==> config.mk <==
export PLATFORM = sky130hd
export DESIGN_NAME = car_mode_ctrl_flat
export DESIGN_NICKNAME = d
export VERILOG_FILES = /design/src/rtl/car_mode_ctrl_pkg.sv /design/src/rtl/car_mode_ctrl_if.sv /design/src/rtl/car_mode_ctrl_tick_gen.sv /design/src/rtl/car_mode_ctrl.sv /design/src/flat_wrapper.sv
export SDC_FILE = /design/constraint.sdc
export NUM_CORES = 1
export LEC_CHECK = 0
export CORE_MARGIN = 4
export CORE_UTILIZATION = 25
export CTS_BUF_LIST = sky130_fd_sc_hd__clkbuf_8
export CTS_CLUSTER_SIZE = 16
export DETAILED_ROUTE_END_ITERATION = 7
export PLACE_DENSITY_LB_ADDON = 0.3
export SETUP_SLACK_MARGIN = 0.05
export SLEW_MARGIN = 20
export SYNTH_ARGS = -nofsm -noshare
export SYNTH_HDL_FRONTEND = slang
export SYNTH_HIERARCHICAL = 1
export SYNTH_SLANG_ARGS = --single-unit
==> constraint.sdc <==
create_clock -name clk_50M -period 3.75 [get_ports clk_50M]
set_input_delay 0.9375 -clock clk_50M [delete_from_list [all_inputs] [get_ports clk_50M]]
set_output_delay 0.9375 -clock clk_50M [all_outputs]
set_load 0.05 [all_outputs]
==> src/rtl/car_mode_ctrl_pkg.sv <==
`default_nettype none
// ---------------------------------------------------------------------------
// car_mode_ctrl_pkg : shared encodings for the smart-car drive-mode controller
// Rev 1.0
// ---------------------------------------------------------------------------
package car_mode_ctrl_pkg;

    typedef enum logic [1:0] {
        AS_TRACK  = 2'b00,
        AS_HOLD   = 2'b01,
        AS_PARK   = 2'b10,
        AS_CRUISE = 2'b11
    } auto_sel_e;

    typedef enum logic [1:0] {
        OP_MANUAL = 2'b00,
        OP_SETSPD = 2'b01,
        OP_AUTO   = 2'b10,
        OP_CRUISE = 2'b11
    } cmd_op_e;

    typedef enum logic [2:0] {
        P_IDLE = 3'd0,
        P_REV1 = 3'd1,
        P_FWD  = 3'd2,
        P_REV2 = 3'd3,
        P_DONE = 3'd4
    } park_st_e;

    localparam int CMD_OP_HI = 7;
    localparam int CMD_OP_LO = 6;

    localparam logic [1:0] MAN_FWD     = 2'b01;
    localparam logic [1:0] MAN_REV     = 2'b10;
    localparam logic [1:0] STEER_RIGHT = 2'b01;
    localparam logic [1:0] STEER_LEFT  = 2'b10;

    localparam int MAN_SPEED     = 35;
    localparam int PARK_REV1_ADD = 8;
    localparam int PARK_LEG_ADD  = 5;

    localparam int DEG_CENTER_DEF = 95;
    localparam int DEG_LEFT_DEF   = 120;
    localparam int DEG_RIGHT_DEF  = 60;
    localparam int DEG_SIDE_L     = 110;
    localparam int DEG_SIDE_R     = 80;

endpackage
`default_nettype wire

==> src/rtl/car_mode_ctrl_if.sv <==
`default_nettype none
// ---------------------------------------------------------------------------
// car_mode_ctrl_if : sensor/command inputs and actuator outputs of the controller
// Rev 1.0
// ---------------------------------------------------------------------------
interface car_mode_ctrl_if #(
    parameter int SPD_W   = 8,
    parameter int DEG_W   = 9,
    parameter int N_TRACK = 2
);
    logic               cmd_valid;
    logic [7:0]         cmd_data;
    logic [7:0]         button;
    logic [7:0]         fwd_dist;
    logic [7:0]         back_dist;
    logic [1:0]         side_ir;
    logic [N_TRACK-1:0] track_ir;
    logic               park_req;
    logic               track_req;
    logic [SPD_W-1:0]   speed;
    logic [DEG_W-1:0]   degree;
    logic               direction;
    logic               beep_en;
    logic [2:0]         mode;
    logic               park_done;
    logic [SPD_W-1:0]   display;

    modport master (
        output cmd_valid, cmd_data, button, fwd_dist, back_dist, side_ir,
               track_ir, park_req, track_req,
        input  speed, degree, direction, beep_en, mode, park_done, display
    );

    modport slave (
        input  cmd_valid, cmd_data, button, fwd_dist, back_dist, side_ir,
               track_ir, park_req, track_req,
        output speed, degree, direction, beep_en, mode, park_done, display
    );
endinterface
`default_nettype wire

==> src/rtl/car_mode_ctrl_tick_gen.sv <==
`default_nettype none
// ---------------------------------------------------------------------------
// tick_gen : one-cycle timebase pulse at TICK_HZ derived from CLK_HZ
// Rev 1.0
// ---------------------------------------------------------------------------
module tick_gen #(
    parameter int CLK_HZ  = 50_000_000,
    parameter int TICK_HZ = 8
) (
    input  logic clk_50M,
    input  logic rst_n,
    output logic tick_o
);
    localparam int DIV = ((CLK_HZ / TICK_HZ) < 2) ? 2 : (CLK_HZ / TICK_HZ);
    localparam int CW  = $clog2(DIV);

    logic [CW-1:0] cnt_q, cnt_d;
    logic          tick_q, tick_d;

    always_comb begin
        tick_d = (cnt_q == CW'(DIV - 1));
        cnt_d  = tick_d ? '0 : cnt_q + 1'b1;
    end

    always_ff @(posedge clk_50M) begin
        if (!rst_n) begin
            cnt_q  <= '0;
            tick_q <= 1'b0;
        end else begin
            cnt_q  <= cnt_d;
            tick_q <= tick_d;
        end
    end

    assign tick_o = tick_q;
endmodule
`default_nettype wire

==> src/rtl/car_mode_ctrl.sv <==
`default_nettype none
// ---------------------------------------------------------------------------
// car_mode_ctrl : command decode, boot/watchdog/park timers, park FSM, output mux
// Rev 1.0
// ---------------------------------------------------------------------------
module car_mode_ctrl
    import car_mode_ctrl_pkg::*;
#(
    parameter int SPD_W        = 8,
    parameter int DEG_W        = 9,
    parameter int N_TRACK      = 2,
    parameter int CLK_HZ       = 50_000_000,
    parameter int TICK_HZ      = 8,
    parameter int BOOT_TICKS   = 4,
    parameter int CMD_TIMEOUT  = 16,
    parameter int PARK_FWD_TK  = 11,
    parameter int DEG_CENTER   = DEG_CENTER_DEF,
    parameter int DEG_LEFT     = DEG_LEFT_DEF,
    parameter int DEG_RIGHT    = DEG_RIGHT_DEF,
    parameter int BASE_SPD_DEF = 15,
    parameter int STOP_DIST    = 10,
    parameter int PARK_ENTER   = 35,
    parameter int PARK_ALIGN   = 30,
    parameter int PARK_DONE    = 9
) (
    input  logic           clk_50M,
    input  logic           rst_n,
    car_mode_ctrl_if.slave bus
);
    localparam int TMR_W  = $clog2(PARK_FWD_TK + 1);
    localparam int WD_W   = $clog2(CMD_TIMEOUT + 1);
    localparam int BOOT_W = $clog2(BOOT_TICKS + 1);
    localparam int HALF   = N_TRACK / 2;

    function automatic logic [SPD_W-1:0] sat_add(input logic [SPD_W-1:0] a, input int b);
        logic [SPD_W:0] s;
        s = {1'b0, a} + (SPD_W+1)'(b);
        return s[SPD_W] ? {SPD_W{1'b1}} : s[SPD_W-1:0];
    endfunction

    logic             tick;
    logic             man_q, man_d;
    auto_sel_e        auto_q, auto_d;
    park_st_e         st_q, st_d, st_cur;
    logic [TMR_W-1:0] tmr_q, tmr_d;
    logic [WD_W-1:0]  wd_cnt_q, wd_cnt_d;
    logic             wd_exp_q, wd_exp_d;
    logic [BOOT_W-1:0] boot_q, boot_d;
    logic [SPD_W-1:0] base_q, base_d, base_eff;
    logic             ovr_q, ovr_d;
    logic [1:0]       man_dir_q, man_dir_d, man_steer_q, man_steer_d;
    logic             prev_park_q, prev_track_q;
    logic [SPD_W-1:0] speed_q, speed_d;
    logic [DEG_W-1:0] degree_q, degree_d;
    logic             dir_q, dir_d, beep_q, beep_d, done_q, done_d;
    logic [SPD_W-1:0] display_q;
    logic             boot_act, park_edge, track_edge, mode_chg, park_mode;
    logic [3:0]       up_cnt, lo_cnt;

    tick_gen #(.CLK_HZ(CLK_HZ), .TICK_HZ(TICK_HZ)) u_tick (
        .clk_50M (clk_50M),
        .rst_n   (rst_n),
        .tick_o  (tick)
    );

    always_comb begin
        man_d       = man_q;
        auto_d      = auto_q;
        base_d      = base_q;
        ovr_d       = ovr_q;
        tmr_d       = tmr_q;
        wd_cnt_d    = wd_cnt_q;
        wd_exp_d    = wd_exp_q;
        boot_d      = boot_q;
        man_dir_d   = man_dir_q;
        man_steer_d = man_steer_q;
        speed_d     = '0;
        degree_d    = DEG_W'(DEG_CENTER);
        dir_d       = 1'b1;
        beep_d      = 1'b0;
        up_cnt      = '0;
        lo_cnt      = '0;

        boot_act   = (boot_q < BOOT_W'(BOOT_TICKS));
        park_edge  = bus.park_req & ~prev_park_q;
        track_edge = bus.track_req & ~prev_track_q;
        if (tick && boot_act) boot_d = boot_q + 1'b1;

        // A command in the same cycle as a sign edge swallows the edge.
        if (bus.cmd_valid) begin
            case (cmd_op_e'(bus.cmd_data[CMD_OP_HI:CMD_OP_LO]))
                OP_MANUAL: begin
                    man_d       = 1'b1;
                    man_dir_d   = bus.cmd_data[1:0];
                    man_steer_d = bus.cmd_data[3:2];
                end
                OP_SETSPD: begin
                    base_d = SPD_W'(bus.cmd_data[5:0]);
                    ovr_d  = 1'b1;
                end
                OP_AUTO: begin
                    man_d  = 1'b0;
                    auto_d = auto_sel_e'(bus.cmd_data[1:0]);
                end
                default: begin
                    man_d  = 1'b0;
                    auto_d = AS_CRUISE;
                end
            endcase
        end else if (!boot_act && !man_q) begin
            if (park_edge && !(st_q inside {P_REV1, P_FWD, P_REV2}) && !done_q)
                auto_d = AS_PARK;
            else if (track_edge)
                auto_d = AS_TRACK;
        end

        mode_chg  = ({man_d, auto_d} != {man_q, auto_q});
        park_mode = !man_d && (auto_d == AS_PARK);

        if (bus.cmd_valid)
            wd_cnt_d = '0;
        else if (man_q && tick && (wd_cnt_q != WD_W'(CMD_TIMEOUT)))
            wd_cnt_d = wd_cnt_q + 1'b1;
        if (bus.cmd_valid && (cmd_op_e'(bus.cmd_data[CMD_OP_HI:CMD_OP_LO]) == OP_MANUAL))
            wd_exp_d = 1'b0;
        else if (man_q && (wd_cnt_q == WD_W'(CMD_TIMEOUT)))
            wd_exp_d = 1'b1;

        if (tick && (tmr_q != '0)) tmr_d = tmr_q - 1'b1;

        // Entering park (or any mode change) restarts the sequence from idle.
        st_cur = (mode_chg || !park_mode) ? P_IDLE : st_q;
        st_d   = st_cur;
        case (st_cur)
            P_IDLE: st_d = park_mode ? P_REV1 : P_IDLE;
            P_REV1: if (bus.back_dist < 8'(PARK_ENTER)) begin
                        st_d  = P_FWD;
                        tmr_d = TMR_W'(PARK_FWD_TK);
                    end
            P_FWD:  if (tmr_q == '0) st_d = P_REV2;
            P_REV2: if (bus.back_dist < 8'(PARK_DONE)) st_d = P_DONE;
            P_DONE: st_d = P_DONE;
            default: st_d = P_IDLE;
        endcase
        done_d = (st_d == P_DONE);

        base_eff = ovr_d ? base_d : SPD_W'(bus.button);
        for (int k = 0; k < HALF; k++) begin
            lo_cnt = lo_cnt + 4'(bus.track_ir[k]);
            up_cnt = up_cnt + 4'(bus.track_ir[k + HALF]);
        end

        if (man_d) begin
            if (man_steer_d == STEER_RIGHT)     degree_d = DEG_W'(DEG_RIGHT);
            else if (man_steer_d == STEER_LEFT) degree_d = DEG_W'(DEG_LEFT);
            if (man_dir_d == MAN_FWD) speed_d = SPD_W'(MAN_SPEED);
            else if (man_dir_d == MAN_REV) begin
                speed_d = SPD_W'(MAN_SPEED);
                dir_d   = 1'b0;
            end
            if (wd_exp_d) speed_d = '0;
        end else begin
            case (auto_d)
                AS_TRACK: begin
                    speed_d = base_eff;
                    if (&bus.track_ir)      speed_d  = '0;
                    else if (up_cnt > lo_cnt) degree_d = DEG_W'(DEG_LEFT);
                    else if (lo_cnt > up_cnt) degree_d = DEG_W'(DEG_RIGHT);
                end
                AS_HOLD: speed_d = '0;
                AS_PARK: begin
                    case (st_d)
                        P_REV1: begin
                            speed_d  = sat_add(base_eff, PARK_REV1_ADD);
                            degree_d = DEG_W'(DEG_LEFT);
                            dir_d    = 1'b0;
                            beep_d   = 1'b1;
                        end
                        P_FWD: begin
                            speed_d  = sat_add(base_eff, PARK_LEG_ADD);
                            degree_d = DEG_W'(DEG_RIGHT);
                        end
                        P_REV2: begin
                            speed_d = sat_add(base_eff, PARK_LEG_ADD);
                            dir_d   = 1'b0;
                            beep_d  = 1'b1;
                            if (bus.back_dist >= 8'(PARK_ALIGN)) degree_d = DEG_W'(DEG_CENTER);
                            else if (!bus.side_ir[1])            degree_d = DEG_W'(DEG_SIDE_L);
                            else if (!bus.side_ir[0])            degree_d = DEG_W'(DEG_SIDE_R);
                        end
                        default: speed_d = '0;
                    endcase
                end
                default: speed_d = base_eff;
            endcase
        end

        if (boot_act) begin
            speed_d  = '0;
            degree_d = DEG_W'(DEG_CENTER);
        end
        // Front obstacle stop outranks every mode.
        if (dir_d && (bus.fwd_dist <= 8'(STOP_DIST))) speed_d = '0;
    end

    always_ff @(posedge clk_50M) begin
        if (!rst_n) begin
            man_q        <= 1'b0;
            auto_q       <= AS_CRUISE;
            st_q         <= P_IDLE;
            tmr_q        <= '0;
            wd_cnt_q     <= '0;
            wd_exp_q     <= 1'b0;
            boot_q       <= '0;
            base_q       <= SPD_W'(BASE_SPD_DEF);
            ovr_q        <= 1'b0;
            man_dir_q    <= '0;
            man_steer_q  <= '0;
            prev_park_q  <= 1'b1;
            prev_track_q <= 1'b1;
            speed_q      <= '0;
            degree_q     <= DEG_W'(DEG_CENTER);
            dir_q        <= 1'b1;
            beep_q       <= 1'b0;
            done_q       <= 1'b0;
            display_q    <= SPD_W'(BASE_SPD_DEF);
        end else begin
            man_q        <= man_d;
            auto_q       <= auto_d;
            st_q         <= st_d;
            tmr_q        <= tmr_d;
            wd_cnt_q     <= wd_cnt_d;
            wd_exp_q     <= wd_exp_d;
            boot_q       <= boot_d;
            base_q       <= base_d;
            ovr_q        <= ovr_d;
            man_dir_q    <= man_dir_d;
            man_steer_q  <= man_steer_d;
            prev_park_q  <= bus.park_req;
            prev_track_q <= bus.track_req;
            speed_q      <= speed_d;
            degree_q     <= degree_d;
            dir_q        <= dir_d;
            beep_q       <= beep_d;
            done_q       <= done_d;
            display_q    <= base_eff;
        end
    end

    assign bus.speed     = speed_q;
    assign bus.degree    = degree_q;
    assign bus.direction = dir_q;
    assign bus.beep_en   = beep_q;
    assign bus.mode      = {man_q, auto_q};
    assign bus.park_done = done_q;
    assign bus.display   = display_q;
endmodule
`default_nettype wire

==> src/flat_wrapper.sv <==
// flat-port wrapper written by rule: the top's interface ports become plain ports
module car_mode_ctrl_flat import car_mode_ctrl_pkg::*;
#(
    parameter int SPD_W        = 8,
    parameter int DEG_W        = 9,
    parameter int N_TRACK      = 2,
    parameter int CLK_HZ       = 50_000_000,
    parameter int TICK_HZ      = 8,
    parameter int BOOT_TICKS   = 4,
    parameter int CMD_TIMEOUT  = 16,
    parameter int PARK_FWD_TK  = 11,
    parameter int DEG_CENTER   = DEG_CENTER_DEF,
    parameter int DEG_LEFT     = DEG_LEFT_DEF,
    parameter int DEG_RIGHT    = DEG_RIGHT_DEF,
    parameter int BASE_SPD_DEF = 15,
    parameter int STOP_DIST    = 10,
    parameter int PARK_ENTER   = 35,
    parameter int PARK_ALIGN   = 30,
    parameter int PARK_DONE    = 9
)
  (clk_50M, rst_n, bus_cmd_valid, bus_cmd_data, bus_button, bus_fwd_dist, bus_back_dist, bus_side_ir, bus_track_ir, bus_park_req, bus_track_req, bus_speed, bus_degree, bus_direction, bus_beep_en, bus_mode, bus_park_done, bus_display);
  car_mode_ctrl_if #(.SPD_W(SPD_W), .DEG_W(DEG_W), .N_TRACK(N_TRACK)) bus_i ();
  input  logic clk_50M;
  input  logic rst_n;
  input wire logic [$bits(bus_i.cmd_valid)-1:0] bus_cmd_valid;
  input wire logic [$bits(bus_i.cmd_data)-1:0] bus_cmd_data;
  input wire logic [$bits(bus_i.button)-1:0] bus_button;
  input wire logic [$bits(bus_i.fwd_dist)-1:0] bus_fwd_dist;
  input wire logic [$bits(bus_i.back_dist)-1:0] bus_back_dist;
  input wire logic [$bits(bus_i.side_ir)-1:0] bus_side_ir;
  input wire logic [$bits(bus_i.track_ir)-1:0] bus_track_ir;
  input wire logic [$bits(bus_i.park_req)-1:0] bus_park_req;
  input wire logic [$bits(bus_i.track_req)-1:0] bus_track_req;
  output wire logic [$bits(bus_i.speed)-1:0] bus_speed;
  output wire logic [$bits(bus_i.degree)-1:0] bus_degree;
  output wire logic [$bits(bus_i.direction)-1:0] bus_direction;
  output wire logic [$bits(bus_i.beep_en)-1:0] bus_beep_en;
  output wire logic [$bits(bus_i.mode)-1:0] bus_mode;
  output wire logic [$bits(bus_i.park_done)-1:0] bus_park_done;
  output wire logic [$bits(bus_i.display)-1:0] bus_display;
  assign bus_i.cmd_valid = bus_cmd_valid;
  assign bus_i.cmd_data = bus_cmd_data;
  assign bus_i.button = bus_button;
  assign bus_i.fwd_dist = bus_fwd_dist;
  assign bus_i.back_dist = bus_back_dist;
  assign bus_i.side_ir = bus_side_ir;
  assign bus_i.track_ir = bus_track_ir;
  assign bus_i.park_req = bus_park_req;
  assign bus_i.track_req = bus_track_req;
  assign bus_speed = bus_i.speed;
  assign bus_degree = bus_i.degree;
  assign bus_direction = bus_i.direction;
  assign bus_beep_en = bus_i.beep_en;
  assign bus_mode = bus_i.mode;
  assign bus_park_done = bus_i.park_done;
  assign bus_display = bus_i.display;
  car_mode_ctrl #(.SPD_W(SPD_W), .DEG_W(DEG_W), .N_TRACK(N_TRACK), .CLK_HZ(CLK_HZ), .TICK_HZ(TICK_HZ), .BOOT_TICKS(BOOT_TICKS), .CMD_TIMEOUT(CMD_TIMEOUT), .PARK_FWD_TK(PARK_FWD_TK), .DEG_CENTER(DEG_CENTER), .DEG_LEFT(DEG_LEFT), .DEG_RIGHT(DEG_RIGHT), .BASE_SPD_DEF(BASE_SPD_DEF), .STOP_DIST(STOP_DIST), .PARK_ENTER(PARK_ENTER), .PARK_ALIGN(PARK_ALIGN), .PARK_DONE(PARK_DONE)) u_core (.clk_50M(clk_50M), .rst_n(rst_n), .bus(bus_i));
endmodule
==> flow_summary_export.csv, run 1 <==
group,metric,value,unit
outcome,status,"finished, final reports clean",
clock_tree,ctsHoldBuffers,0,
floorplanning,die_width,143,µm
critical_path,max_stage_delay,0.77,ns
power,power_frac_clock,34.6,%
critical_path,reg2reg_depth,9,
critical_path,path_class,"input pin to flip-flop",
power,power_frac_comb,15.2,%
clock_tree,clockBufferDepth,2,
floorplanning,die_y,143,µm
grt,gr-total-overflow,0,
power,ir_drop,0.173,mV
critical_path,cp_data_required_time,4.02,ns
flow_run,max-cap-violations,0,
critical_path,crit_path_end_kind,"flip-flop",
yosys,syn_avg_cell_area,9.04,µm²
placement,gp_congestion,0.875,
power,power_density,327,nW/µm²
critical_path,reg2reg_slack,1.13,ns
power,intPower,0.00136,W
layout,multi_input_area,2650,µm²
critical_path,cp.arrival,3.53,ns
yosys,yosysMostFrequentCell,"dfxtp_1",
layout,nets,625,
clock_tree,post_cts_buffers,0,
sta,fin_skew,0.00596,ns
clock_tree,numCtsBuffers,9,
yosys,yosysWarnings,6,
floorplanning,fp.dieArea,20400,µm²
sta,fin_crit_sh,87.1,%
worst_hold_path,hold_path.class,"flip-flop to flip-flop",
power,power.switching,0.000476,W
route,routed_via_density,4.76,
route,drt_iter0_drc,289,
clock_tree,clockRootBuffer,"clkbuf_8",
route,drt-total-wl,11900,µm
route,wire_per_inst,14.8,µm
sta,worst_pin_slew,0.914,ns
yosys,synth_top_flop_cell,"dfxtp_1",
clock_tree,path_clk_slew,0.08,ns
yosys,synth_top_cell_area_share,36.9,%
route,ant_nets,0,
yosys,synth_edf_count,0,
sta,setup_viol_count_final,0,
route,vias,3823,
power,leakagePower,1.95,nW
layout,antenna_cells,0,
yosys,syn-instance-count,504,
critical_path,path_cells,"clkdlybuf4s50_1 -> nor3b_2 -> mux2_2 -> ha_1 -> nor3_1 -> o211ai_1 -> o31ai_1",
critical_path,slowest_stage,"clkdlybuf4s50_1",
floorplanning,num_rows,49,
sta,min_period,3.27,ns
sta,hold_viol_final,0,
critical_path,start_kind,"input pin",
grt,grt_pass1_wl,19200,µm
grt,grt_pass1_vias,3745,
critical_path,cp_max_fo,14,
yosys,synthTopCellsByArea,"dfxtp_1 (37%), nand2_1 (3.8%), ha_1 (3.6%)",
layout,register_area,1680,µm²
clock_tree,clkLatencyLatePin,0.36,ns
sta,slew_headroom,38.2,%
grt,antenna_found_initial,0,
yosys,synth.largest_area_cell,"dfxtp_1",
layout,num-fill-cells,1877,
power,switching_share,25.9,%
sta,rsz0062_at_grt,"no",
floorplanning,ioPinCount,72,
sta,clock.fmax,0.306,GHz
sta,drv_slew,0,
layout,drive_gt1_share,12.0,%
yosys,synth_cell_types,87,
yosys,syn_area,4550,µm²
power,pwr-share-seq,50.2,%
route,first_pass_iters,5,
floorplanning,core_area,18000,µm²
yosys,ys_seq_area_share,36.9,%
grt,gr-usage-all-layers,11.7,%
route,drc,0,
yosys,synth_common_cells,"dfxtp_1 (84), nand2_1 (46), nor2_1 (42), o21ai_0 (26), a21oi_1 (19)",
clock_tree,cts.sinks,84,
yosys,synth_seq_cells,84,
grt,grt_max_degree,44,
sta,whs,0.472,ns
worst_hold_path,min_path_cells,2,
placement,placement.io_buffers,69,
layout,area_growth,23.4,%
clock_tree,cts_tree,"built",
clock_tree,htreeDepth,3,
placement,dpl.hpwl,9120,µm
yosys,synthArstFlopShare,0,%
clock_tree,ctsResizeCount,0,
floorplanning,start_util,25.4,%
sta,finalSetupTns,0,ns
-- through the flow --
step                util (%)  cell area [µm²]  setup slack [ns]  total power, W  cells
floorplan                  -             4560              1.06         0.00112    505
global placement        30.2             5430             0.145         0.00122    789
detailed placement      30.2             5430             0.114         0.00122    789
CTS                     31.3             5620             0.517         0.00187    803
global route            31.3             5620             0.290         0.00193    803
finish                  31.3             5620             0.484         0.00184    803
-- registers in the layout, summed over array words and instances (netlist names), 4 cells and up --
register             count
u_core/base_q            8
u_core/wd_cnt_q          5
u_core/tmr_q             4
u_core/bus.speed         8
u_core/u_tick/cnt_q     23
u_core/bus.degree        7
u_core/bus.display       8
-- kinds of logic (layout without fill, tap and decap cells) --
kind of cell               count (synthesis)  in the layout  share of synthesized area, %
and+or+nand+nor                          220            220                          28.7
AOI/OAI and AO/OA                        110            110                          17.8
DFF                                       84             84                          36.9
buffers and inverters                     40            109                          5.08
xor gates and xnor gates                  18             18                          3.46
muxes                                     18             18                          4.34
adders and majority gates                 13             13                          3.57
other                                      1              2                        0.0823
-- critical path: cells and delay by family --
kind            cells  cell delay [ns]
fa+ha+maj           1             0.27
compound gates      2             0.28
mux                 1             0.41
buf+inv             1             0.77
simple gates        2             0.85
-- worst paths after layout --
check,startpoint,endpoint
worst max-delay path,bus_cmd_valid,u_core/bus.speed[0]$_SDFF_PP0_
worst min-delay path,u_core/base_q[2]$_SDFF_PN1_,u_core/base_q[2]$_SDFF_PN1_
worst max register to register,u_core/tmr_q[0]$_SDFF_PN0_,u_core/bus.speed[2]$_SDFF_PP0_
worst min register to register,u_core/base_q[2]$_SDFF_PN1_,u_core/base_q[2]$_SDFF_PN1_
-- cells in the final DEF, fill, tap and decap left out, types with 10 or more instances in the layout --
cell	count
nor2b_1	12
a21oi_1	19
nand2b_1	11
nand3_1	14
mux2i_1	13
xnor2_1	11
o21ai_0	26
clkbuf_8	11
clkdlybuf4s50_1	69
inv_1	17
and3_1	10
ha_1	13
and2_1	12
nor2_1	42
nand2_1	46
dfxtp_1	84
-- power groups by stage --
stage                     registers, W  logic, W  clock network, W
after global placement        0.000943  0.000276                 0
final                         0.000923  0.000279          0.000636
after floorplan               0.000964  0.000154                 0
after CTS                     0.000923  0.000279          0.000664
after global routing          0.000926  0.000303          0.000698
after detailed placement      0.000944  0.000277                 0
-- routing by layer --
metal  vias to the layer above  GRT usage [%]  part of all wire [%]
li1                       1929              -                     -
met1                      1790           15.9                    48
met2                        88           18.3                    45
met3                        16           2.11                   4.2
met4                         0           4.90                   2.0
met5                         -              0                     0
-- cell type report --
| cell class | instances | area share (%) |
|---|---|---|
| Tap cell | 229 | 5.10 |
| Timing Repair Buffer | 77 | 13.4 |
| Clock buffer | 11 | 2.69 |
| Multi-Input combinational cell | 381 | 47.1 |
| Clock inverter | 3 | 0.690 |
| Sequential cell | 84 | 29.9 |
| Inverter | 18 | 1.20 |
No activity file was read; power rests on OpenSTA's default activity.
==> run 2, diff against run 1 <==
Settings changed: CTS_CLUSTER_DIAMETER set to 50, SLEW_MARGIN 20 to 25.
==> results of run 2 <==
No change in the layout: final DEF, timing and power equal those of run 1.
